==> config.mk <==
export PLATFORM = sky130hd
export DESIGN_NAME = sram_ctrl
export DESIGN_NICKNAME = d
export VERILOG_FILES = /design/src/rtl/sram_ctrl_pkg.sv /design/src/rtl/sram_ctrl.sv
export SDC_FILE = /design/constraint.sdc
export NUM_CORES = 1
export LEC_CHECK = 0
export BUFFER_PORTS_ARGS = -buffer_cell sky130_fd_sc_hd__buf_2
export CAP_MARGIN = 20
export CELL_PAD_IN_SITES_DETAIL_PLACEMENT = 1
export CELL_PAD_IN_SITES_GLOBAL_PLACEMENT = 1
export CORE_UTILIZATION = 39
export DETAILED_ROUTE_END_ITERATION = 8
export PLACE_DENSITY = 0.9
export SLEW_MARGIN = 10
export SYNTH_ARGS = -nofsm -noshare
export SYNTH_HDL_FRONTEND = slang
export SYNTH_SLANG_ARGS = --single-unit
==> constraint.sdc <==
create_clock -name clk -period 4.1 [get_ports clk]
set_clock_uncertainty 0.2 [all_clocks]
set_input_delay 0.41 -clock clk [delete_from_list [all_inputs] [get_ports clk]]
set_output_delay 0.41 -clock clk [all_outputs]
set_load 0.05 [all_outputs]
==> src/rtl/sram_ctrl_pkg.sv <==
// Shared types and constants for the half-word SRAM sequencer.
// The helper maps a byte address to the SRAM word index (off[18:2]).
package sram_ctrl_pkg;

  typedef enum logic [1:0] {
    ST_IDLE = 2'd0,
    ST_LO   = 2'd1,
    ST_HI   = 2'd2,
    ST_DONE = 2'd3
  } state_t;

  localparam int SRAM_AW = 18;
  localparam int SRAM_DW = 16;
  localparam logic [31:0] BASE_ADDR_DEFAULT = 32'd1024;

  function automatic logic [SRAM_AW-2:0] word_index(input logic [31:0] address,
                                                     input logic [31:0] base);
    logic [31:0] off;
    off = address - base;
    return off[18:2];
  endfunction

endpackage

==> src/rtl/sram_ctrl.sv <==
// Sequences one 32-bit load/store as two half-word phases on a 16-bit async SRAM.
// ready is low for the whole access so the pipeline freezes around it.
module sram_ctrl
  import sram_ctrl_pkg::*;
#(
  parameter logic [31:0] BASE_ADDR   = BASE_ADDR_DEFAULT,
  parameter int          HALF_CYCLES = 2
) (
  input  logic               clk,
  input  logic               rst,
  input  logic               wr_en,
  input  logic               rd_en,
  input  logic [31:0]        address,
  input  logic [31:0]        wdata,
  output logic [31:0]        rdata,
  output logic               ready,
  output logic [SRAM_AW-1:0] sram_addr,
  output logic [SRAM_DW-1:0] sram_dq_out,
  input  logic [SRAM_DW-1:0] sram_dq_in,
  output logic               sram_dq_oe,
  output logic               sram_we_n,
  output logic               sram_oe_n
);

  localparam logic [3:0] LAST = 4'(HALF_CYCLES - 1);

  state_t             state;
  logic [3:0]         count;
  logic               is_write;
  logic [SRAM_AW-2:0] word;
  logic [31:0]        wdata_q;
  logic               request;

  assign request = wr_en | rd_en;

  // Freeze request: low from the request cycle until the single DONE cycle.
  always_comb begin
    if (rst) begin
      ready = 1'b1;
    end else if (state == ST_DONE) begin
      ready = 1'b1;
    end else if (state == ST_IDLE) begin
      ready = ~request;
    end else begin
      ready = 1'b0;
    end
  end

  // Phase FSM; SRAM pins are registered and computed for the upcoming cycle.
  always_ff @(posedge clk) begin
    if (rst) begin
      state       <= ST_IDLE;
      count       <= 4'd0;
      is_write    <= 1'b0;
      word        <= '0;
      wdata_q     <= 32'd0;
      rdata       <= 32'd0;
      sram_addr   <= '0;
      sram_dq_out <= '0;
      sram_dq_oe  <= 1'b0;
      sram_we_n   <= 1'b1;
      sram_oe_n   <= 1'b1;
    end else begin
      case (state)
        ST_IDLE: begin
          if (request) begin
            state       <= ST_LO;
            count       <= 4'd0;
            is_write    <= wr_en;
            word        <= word_index(address, BASE_ADDR);
            wdata_q     <= wdata;
            sram_addr   <= {word_index(address, BASE_ADDR), 1'b0};
            sram_dq_out <= wdata[15:0];
            sram_dq_oe  <= wr_en;
            sram_we_n   <= ~wr_en;
            sram_oe_n   <= wr_en;
          end else begin
            state <= ST_IDLE;
          end
        end
        ST_LO: begin
          if (count == LAST) begin
            state       <= ST_HI;
            count       <= 4'd0;
            sram_addr   <= {word, 1'b1};
            sram_dq_out <= wdata_q[31:16];
            sram_we_n   <= ~is_write;
            if (!is_write) begin
              rdata[15:0] <= sram_dq_in;
            end
          end else begin
            count     <= count + 4'd1;
            // The final cycle of each phase releases we_n while address/data hold.
            sram_we_n <= ~(is_write && ((count + 4'd1) != LAST));
          end
        end
        ST_HI: begin
          if (count == LAST) begin
            state      <= ST_DONE;
            count      <= 4'd0;
            sram_we_n  <= 1'b1;
            sram_oe_n  <= 1'b1;
            sram_dq_oe <= 1'b0;
            if (!is_write) begin
              rdata[31:16] <= sram_dq_in;
            end
          end else begin
            count     <= count + 4'd1;
            sram_we_n <= ~(is_write && ((count + 4'd1) != LAST));
          end
        end
        ST_DONE: begin
          // A request still held here belongs to the access just completed.
          state <= ST_IDLE;
        end
        default: begin
          state      <= ST_IDLE;
          count      <= 4'd0;
          sram_we_n  <= 1'b1;
          sram_oe_n  <= 1'b1;
          sram_dq_oe <= 1'b0;
        end
      endcase
    end
  end

endmodule

* Yosys cells after proc, flatten, opt, wreduce, memory -nomap -nowiden *
Index checks and enable logic that the tools add are counted.

word-level totals
  flip-flop bits (word level) = 125
  bits in latches = 0
  RAM bits = 0
  bits in read-only memories = 0
  input port bits = 84
  word-level logic and storage cells = 67
  memories kept = 0

cells by class
  $add $sub $neg = 2
  multiply operators = 0
  div/mod/pow operators = 0
  $lt $le $gt $ge = 0
  eq/ne operators = 8
  shift operators = 0
  mux-type cells = 25
  bitwise operators = 5
  reductions and logical operators = 15

operator list
  operator                count
  $mux 18                 2
  $pmux 18 s2             1
  $mux 16                 2
  $pmux 16 s2             1
  $sub 19x11->19 const B  1
  $reduce_and 3->1        4
  $mux 1                  10
  $mux 4                  2
  $pmux 2 s4              1
  $pmux 4 s2              1
  $reduce_and 2->1        4
  $ne 2x2->1 const B      3
  $reduce_bool 2->1       3
  $add 4x1->4 const B     1
  $eq 2x2->1 const B      2
  $eq 4x1->1 const B      1
  $mux 2                  2
  $ne 4x1->1 const B      1
  $not 1->1               4
  $pmux 1 s2              2
  $pmux 1 s3              1
  $reduce_bool 3->1       1
  $eq 2x1->1 const B      1
  $logic_not 2->1         1
  3 further kinds         3

* Depth between registers and ports, before layout *
  word-level depth = 6
  depth in mapped cells = 8
  gate-level depth less buffers = 6

* Worst setup path before layout *
Ideal clock, no wire load.

  path kind = flip-flop to output port
  start = register state[0]
  end = output ready
  arrival = 1.651 ns
  data required time = 3.490 ns
  setup slack = 1.839 ns
  stages on the path, launching flop included = 6
  path through = dfxtp_1 -> inv_1 -> ha_1 -> clkbuf_1 -> nor3b_1 -> or3_1

between the ends
  word-level cells in the longest chain between the ends = 4

RTL lines
  element                 line             RTL
  start, declared         sram_ctrl.sv:27  state_t state;
  start signal, assigned  sram_ctrl.sv:52  state <= ST_IDLE;
  start signal, assigned  sram_ctrl.sv:67  state <= ST_LO;
  start signal, assigned  sram_ctrl.sv:78  state <= ST_IDLE;
  $logic_not 2->1         sram_ctrl.sv:42  end else if (state == ST_IDLE) begin
  $mux 1                  sram_ctrl.sv:42
  $mux 1 (*)              sram_ctrl.sv:40  end else if (state == ST_DONE) begin
  $mux 1 (*)              sram_ctrl.sv:38  if (rst) begin
  end, declared           sram_ctrl.sv:16  output logic ready,

Mark *: on every way between the ends. The rest lies on a longest branch, timed or not.

* Worst setup path in the final report *
  start = register state[1]
  end = output ready

Same word-level chain as after synthesis.

==> reports/results.tsv <==
metric	value	unit
Internal	2.47	mW
Post-CTS Setup Bufs	0	
# DRC	0	
peak supply drop	0.000414	V
drt wl/cell	16.1	um
drt pass-1 iters	4	
Skew-Pair Late Insertion Delay	0.36	ns
EDFF count, synth	0	
Sw Share	46.4	%
clock power share	19.3	%
largest cells by area after synthesis	dfxtp_1 48%, nand2_1 11%, a21oi_1 7.6%, mux2i_1 6.1%, a211oi_1 4.9%	
Compound-Gate Fraction of Synth Area	17.2	%
DR vias/cell	5.24	
port bufs	138	
total power	4.62	mW
I/O pin count	154	
simple-gate share of the synthesized area	20.8	%
Initial Util	39.9	%
Post-Synthesis Cell Area	4560	um^2
count of different cell masters after synthesis	44	
final setup vio count	0	
most frequent cells after synthesis	134 x nand2_1, 109 x dfxtp_1, 69 x a21oi_1	
FF-to-FF Start	state[1]$_SDFFE_PP0P_	
Leak	2.41	nW
sequential fraction of the synthesis area	47.9	%
Resized Gates After CTS	0	
Vias	4247	
Sinks on Clock Net	109	
largest net degree at the start of global routing	67	
top_reg_cell synth	dfxtp_1	
global route overflow	0	
layout cells sized above 1	25.4	%
initial antenna violation count	0	
Max Cap Viol	0	
RSZ-0062 raised after global routing	no	
Die ar.	12100	um^2
top-count cell post-synth	nand2_1	
first-pass GRT wire length	20.4	mm
placed instance area	5340	um^2
die width	110	um
CTS Buf Count	9	
Adder-Cell Fraction of Synth Area	2.74	%
Cells after Synth	546	
power per cell area	818	nW/um^2
TritonCTS clock tree	yes	
largest family of logic cells by synthesized area	simple AND/OR/NAND/NOR gates	
post-synth top area cell	dfxtp_1	
Final Slew Violations	0	
vias in the first global route	4247	
Worst Path Buf+Inv	2	
syn_area_per_cell	8.35	um^2
Layout area overhead	23.8	%
sequential power share	32.7	%
gpl congestion	0.751	
row cnt	39	
Antenna Nets Post-Route	0	
final hold violations	0	
Root Driver	clkbuf_16	
CTS H-tree lvls	3	
n_diodes	0	
worst hold start	wdata[26]	
fin crit share	68.2	%
fin nets	757	
clk slew on worst S/H paths	0.07	ns
combinational fraction of design power	48.1	%
switching power	2.14	mW
Util after Layout	49.4	%
Fmax	0.357	GHz
Post-Route WL	13.1	mm
multiplexer area fraction after synthesis	6.15	%
Critical Path Slowest Stage Cell	nor3b_1	
Arrival @ worst endpoint	2.19	ns
crit-path cells	inv_1, ha_1, nor3b_1, or3_1, buf_2	
top-area cell type share of the netlist area	47.9	%
crit path from	state[1]$_SDFFE_PP0P_	
Critical Setup Path Class	reg -> out	
Post-synth ARST share	0	%
DRT iter0 DRCs	193	
Core ar.	11400	um^2
crit-path max cell delay	0.60	ns
synth warn	0	
Mapped Nets	640	
Overall Global Routing Usage	22.0	%
Relative slew margins	50.6	%
CP startpoint kind	register	
die height	110	um
status	complete, no violations	
XOR/XNOR Fraction of Synth Area	1.15	%
worst min-delay path category	in -> reg	
Crit path max-delay family	simple AND/OR/NAND/NOR gates	
fin area	5640	um^2
CTS max path bufs	2	
post-synthesis register bit count	109	
worst-margin pin slew	0.742	ns
CP Capture Type	output pin	
WP data required	3.49	ns
hold_buf cts	0	
hpwl dp	9.06	mm
largest fanout on the critical path	8	
post-layout min period	2.80	ns
setup TNS	0	ns
## cell usage in the layout (no fill, tap or decap), types with 2 or more instances in the layout
cell type  count
buf_2        137
nand2_1      134
dfxtp_1      109
a21oi_1       69
nor2_1        43
a211oi_1      30
mux2i_1       28
nor3_1        10
o21ai_0        9
ha_1           9
clkbuf_16      9
inv_1          8
buf_4          7
nand2b_1       5
xor2_1         4
nor3b_1        3
and2_1         3
nand3b_1       3
o21bai_1       3
clkinv_2       3
or3_1          2
xnor2_1        2
or4_4          2
nand4b_1       2
o221ai_1       2
a22o_1         2
o21a_1         2
o311ai_0       2
o211ai_1       2
nor2b_1        2
clkinv_4       2
## cell type report
type	count	area, um^2
Clock buffer	10	239
Multi-Input combinational cell	390	2200
Clock inverter	6	62.6
Sequential cell	109	2180
Timing Repair Buffer	145	753
Tap cell	143	179
Inverter	8	30.0
Fill cell	1421	5770
## final timing paths
| path | endpoint | slack, ns | depth (start not counted) |
|---|---|---|---|
| hold reg to reg | sram_addr[13]$_SDFFE_PP0P_ | 0.25 | 2 |
| setup reg to reg | sram_dq_out[0]$_SDFFE_PP0P_ | 1.34 | 7 |
| hold / removal | wdata_q[26]$_SDFFE_PP0P_ | 0.09 | 3 |
| setup / recovery | ready | 1.30 | 5 |
## routing by layer
layer  part of all wire [%]  global-route usage, %
met5                      0                      0
met3                    8.2                   7.94
met2                     49                   38.5
met4                    2.0                   9.30
met1                     41                   24.0
## state kept, by name, indices dropped and copies added (netlist names)
name         cells
sram_dq_oe       1
sram_we_n        1
sram_addr       18
state            2
rdata           32
wdata_q         16
count            4
word            17
sram_oe_n        1
is_write         1
sram_dq_out     16
## power by group through the flow
stage / registers, mW / logic, mW / clock network, mW
4_1_cts: 1.51 / 2.24 / 0.910
3_3_place_gp: 1.50 / 2.11 / 0
3_5_place_dp: 1.53 / 2.21 / 0
2_1_floorplan: 2.15 / 1.03 / 0
5_1_grt: 1.55 / 2.41 / 0.954
6_report: 1.51 / 2.22 / 0.890
## cell families (layout without fill, tap and decap cells)
kind of cell	count (synthesis)	after routing
flops	109	109
compound gates	128	128
buf+inv	47	169
fa+ha+maj	10	10
xor+xnor	6	6
simple gates	218	218
mux	28	28
## worst min-delay path, delay by kind of cell
family / cells / cell delay [ns]
buffers and inverters: 1 / 0.10
AO/OA/AOI/OAI: 1 / 0.05
AND/OR/NAND/NOR: 1 / 0.04
## stage by stage
step	hold WS (ns)	worst slack (ns)	std cells
global placement	0.240	1.49	794
detailed placement	0.247	1.36	795
floorplan	0.236	1.84	546
finish	0.0927	1.30	811
global route	0.0914	1.11	811
CTS	0.0836	1.26	811
Power figures use the tool's default switching activity.
